### src/rtl/add_seq_wide.sv
// Multi-word sequential adder: one 128-bit prefix adder, NWORDS passes.
// Optional subtract support is enabled by defining ADD_SEQ_SUB_EN.
module HC_128_BK0_KS7 (
    input  logic [127:0] a,
    input  logic [127:0] b,
    input  logic         cin,
    output logic [127:0] sum,
    output logic         cout
);
    logic [127:0] gg [0:7];
    logic [127:0] pp [0:7];

    // cin is folded into bit-0 generate so the prefix tree carries it
    always_comb begin
        pp[0] = a ^ b;
        gg[0] = (a & b) | {127'd0, pp[0][0] & cin};
        for (int l = 0; l < 7; l++) begin
            for (int i = 0; i < 128; i++) begin
                if (i >= (1 << l)) begin
                    gg[l+1][i] = gg[l][i]
                               | (pp[l][i] & gg[l][i-(1<<l)]);
                    pp[l+1][i] = pp[l][i] & pp[l][i-(1<<l)];
                end else begin
                    gg[l+1][i] = gg[l][i];
                    pp[l+1][i] = pp[l][i];
                end
            end
        end
    end

    assign sum  = pp[0] ^ {gg[7][126:0], cin};
    assign cout = gg[7][127];
endmodule

module add_seq_wide #(
    parameter int NWORDS = 4,
    localparam int W = 128 * NWORDS
) (
    input  logic         clk,
    input  logic         rst,
    input  logic         in_valid,
    output logic         in_ready,
    input  logic [W-1:0] a,
    input  logic [W-1:0] b,
    input  logic         cin,
`ifdef ADD_SEQ_SUB_EN
    input  logic         sub,
`endif
    output logic         out_valid,
    input  logic         out_ready,
    output logic [W-1:0] sum,
    output logic         cout,
    output logic         ovf,
    output logic         busy
);
    localparam int KW = $clog2(NWORDS);

    localparam logic [1:0] IDLE = 2'd0;
    localparam logic [1:0] RUN  = 2'd1;
    localparam logic [1:0] DONE = 2'd2;

    logic [1:0]    state;
    logic [KW-1:0] k;
    logic          carry;
    logic [W-1:0]  a_q;
    logic [W-1:0]  b_q;
    logic [W-1:0]  b_eff;
    logic          cin_eff;
    logic [127:0]  aw;
    logic [127:0]  bw;
    logic [127:0]  add_sum;
    logic          add_cout;
    logic          last;

`ifdef ADD_SEQ_SUB_EN
    assign b_eff   = sub ? ~b : b;
    assign cin_eff = sub | cin;
`else
    assign b_eff   = b;
    assign cin_eff = cin;
`endif

    always_comb begin
        aw = '0;
        bw = '0;
        for (int i = 0; i < NWORDS; i++) begin
            if (k == KW'(i)) begin
                aw = a_q[i*128 +: 128];
                bw = b_q[i*128 +: 128];
            end
        end
    end

    HC_128_BK0_KS7 u_add (
        .a    (aw),
        .b    (bw),
        .cin  (carry),
        .sum  (add_sum),
        .cout (add_cout)
    );

    assign last = (k == KW'(NWORDS - 1));

    always_ff @(posedge clk) begin
        if (rst) begin
            state <= IDLE;
            k     <= '0;
            carry <= 1'b0;
            a_q   <= '0;
            b_q   <= '0;
            sum   <= '0;
            cout  <= 1'b0;
            ovf   <= 1'b0;
        end else begin
            case (state)
                IDLE: begin
                    if (in_valid) begin
                        a_q   <= a;
                        b_q   <= b_eff;
                        carry <= cin_eff;
                        k     <= '0;
                        state <= RUN;
                    end
                end
                RUN: begin
                    for (int i = 0; i < NWORDS; i++) begin
                        if (k == KW'(i))
                            sum[i*128 +: 128] <= add_sum;
                    end
                    carry <= add_cout;
                    k     <= k + KW'(1);
                    if (last) begin
                        cout  <= add_cout;
                        ovf   <= (a_q[W-1] == b_q[W-1])
                              && (add_sum[127] != a_q[W-1]);
                        state <= DONE;
                    end
                end
                DONE: begin
                    if (out_ready)
                        state <= IDLE;
                end
                default: state <= IDLE;
            endcase
        end
    end

    assign in_ready  = (state == IDLE);
    assign out_valid = (state == DONE);
    assign busy      = (state == RUN);
endmodule

### config.mk
export PLATFORM = sky130hd
export DESIGN_NAME = add_seq_wide
export DESIGN_NICKNAME = d
export VERILOG_FILES = /design/src/rtl/add_seq_wide.sv
export SDC_FILE = /design/constraint.sdc
export NUM_CORES = 2
export LEC_CHECK = 0
export CORE_AREA = 2 2 599 601
export DETAILED_ROUTE_END_ITERATION = 16
export DIE_AREA = 0 0 601 603
export HOLD_SLACK_MARGIN = 0.1
export PLACE_DENSITY = 0.38
export SYNTH_ARGS = -nofsm -noshare
export SYNTH_HDL_FRONTEND = slang
export SYNTH_SLANG_ARGS = --single-unit
### constraint.sdc
create_clock -name clk -period 6.3 [get_ports clk]
set_input_delay 0.945 -clock clk [delete_from_list [all_inputs] [get_ports clk]]
set_output_delay 0.945 -clock clk [all_outputs]
set_load 0.03 [all_outputs]
# [Word-level counts from Yosys, hierarchy flattened]
# Cells that the tools add are included.
[word_totals] regBits=1543 input_bits=1029 output_inout_bits=517
[classes] add_sub_neg=1 eq_ne=10 n_mux=16 bitwise=2185 reduce_logical=11
[ops] operator="$and 1x1->1" count=1412
[ops] operator="$mux 128" count=8
[ops] operator="$or 1x1->1" count=769
[ops] operator="$xor 128x128->128" count=2
[ops] operator="$and 128x128->128" count=1
[ops] operator="$or 128x1->128" count=1
[ops] operator="$reduce_and 2->1" count=6
[ops] operator="$mux 2" count=4
[ops] operator="$eq 2x2->1 const B" count=3
[ops] operator="$pmux 2 s3" count=1
[ops] operator="$eq 2x1->1 const B" count=2
[ops] operator="$logic_not 2->1" count=2
[ops] operator="$ne 2x1->1 const B" count=2
[ops] operator="$pmux 2 s2" count=1
[ops] operator="$reduce_and 3->1" count=1
[ops] operator="$add 2x1->2 const B" count=1
[ops] operator="$ne 2x2->1 const B" count=1
[ops] operator="$pmux 1 s2" count=1
[ops] operator="$reduce_bool 2->1" count=1
[ops] operator="$eq 1x1->1" count=1
[ops] operator="$logic_and 1x1->1" count=1
[ops] operator="$mux 1" count=1
[ops] operator="$ne 1x1->1" count=1

# [Logic depth before layout (Yosys ltp)]
[depth] depth_word=24 depth_mapped=26

# [Modules after synthesis]
# A second synthesis with hierarchy kept.
[unflattened] cells_unflattened=9248 hier_area_um2=69055.0
[modules_own_cells] mod="add_seq_wide" instances=1 cells_each=7906 area_each_um2=60394.2 seq_area_each_um2=30889.6
[modules_own_cells] mod="HC_128_BK0_KS7" instances=1 cells_each=1342 area_each_um2=8660.8 seq_area_each_um2=0.0

# [Worst setup path before layout]
# OpenSTA, ideal clock, no wires.
[synth_timing] path_kind="reg2reg" startpoint="register k[1]" endpoint="register cout" setup_ns=0.070 arrival_time_ns=4.911 required_ns=6.230 path_slack_ns=1.319 stages_incl_launch_ff=23 n_path_buf=5 path_cell_list="dfxtp_1 -> ha_1 -> clkbuf_1 -> clkbuf_1 -> clkbuf_1 -> clkbuf_1 -> clkbuf_1 -> a21oi_1 -> fa_1 -> inv_1 -> fa_1 -> a21o_1 -> a221o_1 -> and3_1 -> o31ai_4 -> a2111oi_4 -> o21bai_2 -> o31ai_4 -> a21oi_2 -> o31ai_4 -> a31oi_1 -> or3_1 -> a21oi_1"
[synth_via] elab_chain_cells=22
[synth_rtl] item="start: declaration" line="63" source="logic [KW-1:0] k;"
[synth_rtl] item="start signal: assignment" line="131" source="k <= k + KW'(1);"
[synth_rtl] item="$logic_not 2->1" line="87" source="if (k == KW'(i)) begin"
[synth_rtl] item="$mux 128 (4 in series)" line="87"
[synth_rtl] item="$xor 128x128->128" line="15" source="pp[0] = a ^ b;"
[synth_rtl] item="$and 1x1->1" line="16" source="gg[0] = (a & b) | {127'd0, pp[0][0] & cin};"
[synth_rtl] item="$or 128x1->128" line="16"
[synth_rtl] item="$and 1x1->1" line="21" source="| (pp[l][i] & gg[l][i-(1<<l)]);"
[synth_rtl] item="$or 1x1->1" line="21"
[synth_rtl] item="$and 1x1->1" line="21"
[synth_rtl] item="[... 3 more ...]"
[synth_rtl] item="$and 1x1->1" line="21"
[synth_rtl] item="$or 1x1->1" line="21"
[synth_rtl] item="$and 1x1->1" line="21"
[synth_rtl] item="$or 1x1->1" line="21"
[synth_rtl] item="$and 1x1->1" line="21"
[synth_rtl] item="$or 1x1->1" line="21"
[synth_rtl] item="$and 1x1->1" line="21"
[synth_rtl] item="$or 1x1->1" line="21"
[synth_rtl] item="end signal: assignment" line="133" source="cout <= add_cout;"
[synth_rtl] item="end: declaration" line="52" source="output logic cout,"
# Several ways; a longest one is shown, not always the timed one.
# A chain may end at the register's enable or synchronous reset.

# [Final worst setup path]
[layout_timing] startpoint="register k[0]" endpoint="register sum[322]"
[layout_via] elab_chain_cells=21
[layout_rtl] item="$logic_not 2->1" line="87"
[layout_rtl] item="$mux 128 (4 in series)" line="87"
[layout_rtl] item="$and 128x128->128" line="16"
[layout_rtl] item="$or 128x1->128" line="16"
[layout_rtl] item="$and 1x1->1" line="21"
[layout_rtl] item="$or 1x1->1" line="21"
[layout_rtl] item="$and 1x1->1" line="21"
[layout_rtl] item="$or 1x1->1" line="21"
[layout_rtl] item="$and 1x1->1" line="21"
[layout_rtl] item="$or 1x1->1" line="21"
[layout_rtl] item="$and 1x1->1" line="21"
[layout_rtl] item="$or 1x1->1" line="21"
[layout_rtl] item="$and 1x1->1" line="21"
[layout_rtl] item="$or 1x1->1" line="21"
[layout_rtl] item="$and 1x1->1" line="21"
[layout_rtl] item="$or 1x1->1 (2 in series)" line="21"
[layout_rtl] item="$xor 128x128->128" line="31" source="assign sum = pp[0] ^ {gg[7][126:0], cin};"
[layout_rtl] item="end signal: indexed assignment" line="128" source="sum[i*128 +: 128] <= add_sum;"
[layout_rtl] item="end: declaration" line="51" source="output logic [W-1:0] sum,"
# Several ways; a longest one is shown, not always the timed one.

==> metrics.yaml <==
core_mm2: 0.355
routed_wl_um: 474000
hold_viol: 0
min_path_cells: 2
synth_area_mm2: 0.0697
r2r_slack_ps: 160
async_flop_share: 0
yosysTopAreaCell: "dfxtp_1"
setup_viol: 0
viasPerCell: 4.73
postSynthCellCount: 10038
total_power_mw: 27.9
worstMarginPinSlew_ps: 1300
grt_usage: 0.249
syn_nets: 11200
criticalPathCategory: "reg2reg"
dr.pass1.iters: 6
synth_warnings: 0
via_count: 77577
rr_worst_depth: 27
avgSynthCellArea_um2: 6.95
num_rows: 219
fin_crit_sh: 0.975
min_delay_worst_endpoint: "sum[490]"
fmax_ghz: 0.163
syn_to_final_growth_pct: 42.9
synthFlopType: "dfxtp_1"
relSlewSlack: 0.125
drtIter0Drc: 7284
rsz0062_at_grt: "yes"
layout_commonest_cell: "nand2_1"
pin_count: 1546
utilization: 0.281
worst-path-max-fanout: 55
yosysSeqAreaShare: 0.443
p_leak_nw: 36.4
gp_routability_congestion: 0.952
grt.overflow.total: 0
ant_nets: 0
hold_path.class: "in2reg"
antenna_found_initial: 252
cts_made_buffers: 196
final_max_slew_viol_count: 0
cts_root_buf: "clkbuf_16"
ir_worst_vdd_mv: 0.194
max_cap_violations: 0
clock_latency_ps: 950
timing.rr.end: "sum[322]"
clockBufferDepth: 4
fin_skew_ps: 76.0
drc: 0
drive_gt1_frac: 0.0770
cts_tree: "done"
power_density_mw_per_mm2: 280
pre_cts_slack_ps: -515
hpwl_um: 376000
grt_max_degree: 194
cp.required_ps: 7130
r2r_start: "k[0]"
final_cell_mix: "nand2_1, a21oi_1, clkdlybuf4s50_1"
fin_crit_ps: 6140
clk_pin_slew_ps: 60
fin_ws_ps: 155
fin_nets: 12608
start_util: 0.196
synth_top_area_frac: 0.443
die_w_um: 601
synth_edf_count: 0
worstSetupEndpointType: "flip-flop"
cts_hold_buf: 0
grt_pass1_vias: 74051
die_y_um: 603
wl_per_cell_um: 28.8
hold_start: "rst"
netlist-cell-type-count: 76
crit_path_start_kind: "flip-flop"
outcome: "completed"
port_buffers: 1545
synth_area_leaders: "dfxtp_1, nand2_1, a21oi_1"
die_area_mm2: 0.362
grt_pass1_wl_um: 633000
synth_seq_cells: 1543
h-tree-depth: 4
cts.sinks: 1543
worst_ep_arrival_time_ps: 6970
-- layout make-up --
cell class | count | area (um^2)
tap | 4751 | 5940
clock buffer | 279 | 5670
fill | 39225 | 256000
timing repair buffer | 1996 | 19700
inverter | 55 | 206
clock inverter | 64 | 862
antenna | 75 | 188
multi-input combinational | 7654 | 36300
sequential | 1543 | 30900
-- sequential cells by signal, indices dropped and copies added, names as in the netlist --
register and cells:
sum 512, ovf 1, b_q 512, a_q 512, k 2, state 2
carry 1, cout 1
-- Yosys cell counts (24+ instances only) --
library cell,number
a31oi_1,30
nand3b_1,54
o21ai_1,24
nand3_1,37
inv_1,55
dfxtp_1,1543
nand2_1,3522
a21o_1,47
nand4_1,72
nor2_1,722
buf_1,41
o21bai_1,43
a21oi_1,2182
clkbuf_1,726
ha_1,131
o21ai_0,395
nor3_1,42
xnor2_1,69
xor2_1,44
a211oi_1,34
-- worst max-delay path, stage by stage (launching register included) --
cell     delay [ps]
dfxtp_1         440
inv_1           180
ha_4            220
buf_12          160
buf_4           310
nand2_1          90
nor2_1           40
a21oi_1         210
nor2_1          100
a21oi_1         280
o21ai_0         200
ha_1            440
nand2_1         200
nor2_1          310
nand4_1         130
buf_4           190
nor4_4          420
buf_4           200
nor2_1           40
a21oi_1         240
a21oi_1         160
o41ai_1         290
buf_4           200
a21oi_1         130
xnor2_2         280
buf_4           240
nand2_1          80
a21oi_1         140
-- stage by stage --
step	area [um^2]	TNS, ps	hold WS [ps]	std cells
after floorplan	69700	0	437	10038
after detailed placement	92600	-19430	446	15996
after global routing	99600	-51.7	465	16396
after global placement	92600	-24080	441	15996
final	99700	0	446	16417
after CTS	99300	0	450	16341
-- power breakdown --
| group | internal [mW] | switching [mW] |
|---|---|---|
| combinational | 1.87 | 3.61 |
| clock | 6.84 | 5.00 |
| sequential | 10.3 | 0.341 |
| total | 19.0 | 8.95 |
-- per-layer routing --
layer / up-vias / wire length (um) / global-route usage
met5: - / 411 / 0
met4: 64 / 21500 / 0.106
met3: 783 / 26400 / 0.0405
met2: 2854 / 212000 / 0.393
met1: 37732 / 213000 / 0.335
li1: 36144 / - / -
-- cells by family after synthesis --
kind of cell | after synthesis | synth area share
xor+xnor | 113 | 0.0142
fa+ha+maj | 133 | 0.0241
mux | 2 | 0.000305
flops | 1543 | 0.443
simple gates | 4537 | 0.255
buf+inv | 841 | 0.0456
compound gates | 2869 | 0.218
-- repair_timing --
| item | 4_1_cts | 5_1_grt |
|---|---|---|
| setup buffers | 2 | 1 |
| endpoints found under the setup margin | 83 | 145 |
| pin swaps | 3 | 7 |
| resized for setup | 12 | 70 |
-- worst max path at each step --
stage	from	endpoint	cells past startpoint
global placement	k[0]	sum[450]	26
global route	k[0]	sum[66]	29
finish	k[0]	sum[322]	27
CTS	k[0]	sum[224]	25
detailed placement	k[0]	sum[125]	24
floorplan	k[1]	cout	22
Power figures use the tool's default switching activity.
==> variant, RTL diff (same flow settings) <==
Set the parameter `NWORDS` to 2 (it was 4).
--- a/src/rtl/add_seq_wide.sv
+++ b/src/rtl/add_seq_wide.sv
@@ -35,3 +35,3 @@
 module add_seq_wide #(
-    parameter int NWORDS = 4,
+    parameter int NWORDS = 2,
     localparam int W = 128 * NWORDS
Ports: changed (resized a, b and sum); port bits go from 1546 to 778. No check against the original RTL was run, so the function may have changed too.
==> variant against the original RTL <==
Final cell count shrank 35%. Hold slack gained 0.0034 ns. Sequential cell count shrank 769. First-iteration DRC count shrank 66%. Critical path depth shrank 12. Setup slack gained 0.26 ns. Largest power group unchanged. Routed wire length shrank 49%. Synthesized cell count shrank 48%. Non-clock buffer count shrank 1115. Power shrank 48%. Final area shrank 44%. Area after synthesis shrank 44%. Combinational power shrank 45%.
==> variant: results (changes against the original RTL) <==
Status: finished, final reports clean
Placed Area: 52700 µm² (-43%)
Detailed placement HPWL: 193 mm (-49%)
Clk pwr: 0.00619 W (-48%)
Final WL: 243 mm (-49%)
Clk_lat worst skew: 0.85 ns (-0.10 ns)
Vias in the first global route: 40360 (-45%)
Most frequent cells after synthesis: nand2_1, a21oi_1, dfxtp_1
Switch Pwr: 0.00472 W (-47%)
Layout Nets: 6469 (-49%)
Mapped Cells: 5202 (-48%)
Cell at the slowest stage of the critical path: o31ai_1
Pin count of the biggest net entering global routing: 183 (-5.7%)
First-pass GRT wire length: 328 mm (-48%)
CTS H-tree depth: 3 (-1)
Layout cell share with drive strength beyond 1: 0.0974 (+0.0205)
Slowest cell delay on critical path: 0.95 ns (+0.51 ns)
Reg power frac: 0.369 (-0.010)
Non-Filler Instances: 10663 (-35%)
Vias per inst: 3.79 (-20%)
Worst slew pin tran: 1.30 ns (-0.00596 ns)
Fill count: 40413 (+3.0%)
Tot GR Track Use: 0.128 (-0.121)
CP Max Fanout: 34 (-38%)
Cell variety after synth: 86 (+13%)
Initial antenna violation count: 36 (-86%)
Power per Cell Area: 259 nW/µm² (-7.5%)
Top flop regs: a_q x256, b_q x256, sum x256
Min-delay worst type: reg2reg
Seq/Total Area, Yosys: 0.394 (-0.0490)
VDD IR max: 202 µV (+3.8%)
GPL Wtd Cong: 0.820 (-14%)
==> variant: changes by cell type after synthesis, sizes merged, moves of 31 or more <==
cell,unedited run,this run
a21oi,2187,890
dfxtp,1543,774
nand3,37,115
nor2,723,165
nor3,43,74
clkbuf,726,339
nand2,3524,1539
nand3b,54,7
mux2,1,255
o21ai,419,176
==> variant: cells by family (layout without fill, tap and decap cells) <==
family | count (synthesis) | after routing | synth area share
buf+inv | 430 | 1129 | 0.0417
compound gates | 1377 | 1377 | 0.198
fa+ha+maj | 129 | 129 | 0.0414
xor+xnor | 87 | 87 | 0.0194
flops | 774 | 774 | 0.394
other cells | 0 | 11 | 0
mux | 271 | 271 | 0.0771
simple gates | 2134 | 2134 | 0.228
==> variant: tightest hold or removal path: stages (launching register included) <==
cell	delay, ns
dfxtp_1	0.30
nand2_1	0.05
a21oi_1	0.05
==> variant: routing by layer <==
layer  vias up  track usage  routed length (µm)
met1     19546        0.142               94500
li1      19282            -                   -
met2      1153        0.236              124000
met5         -            0                 184
met3       359       0.0228               11100
met4        30       0.0604               12600
==> variant: cell type report <==
| class | instances | area share |
|---|---|---|
| inverters | 60 | 0.00405 |
| diodes | 11 | 0.000490 |
| repair buffers | 881 | 0.156 |
| multi-input cells | 3998 | 0.396 |
| well taps | 4751 | 0.106 |
| clock inverters | 40 | 0.00657 |
| clock buffers | 148 | 0.0553 |
| flip-flops and latches | 774 | 0.276 |
==> variant: repair_timing <==
item                                    CTS  global route
endpoints found under the setup margin   14             0
hold buffers                              0             0
resized for setup                         1             0
==> variant: worst paths after layout <==
path,slack [ns],end,cells after the start,startpoint
max reg2reg,0.41,sum[122],15,k
min reg2reg,0.45,b_q[33],2,b_q[33]
max,0.41,sum[122],15,k
min,0.45,b_q[33],2,b_q[33]
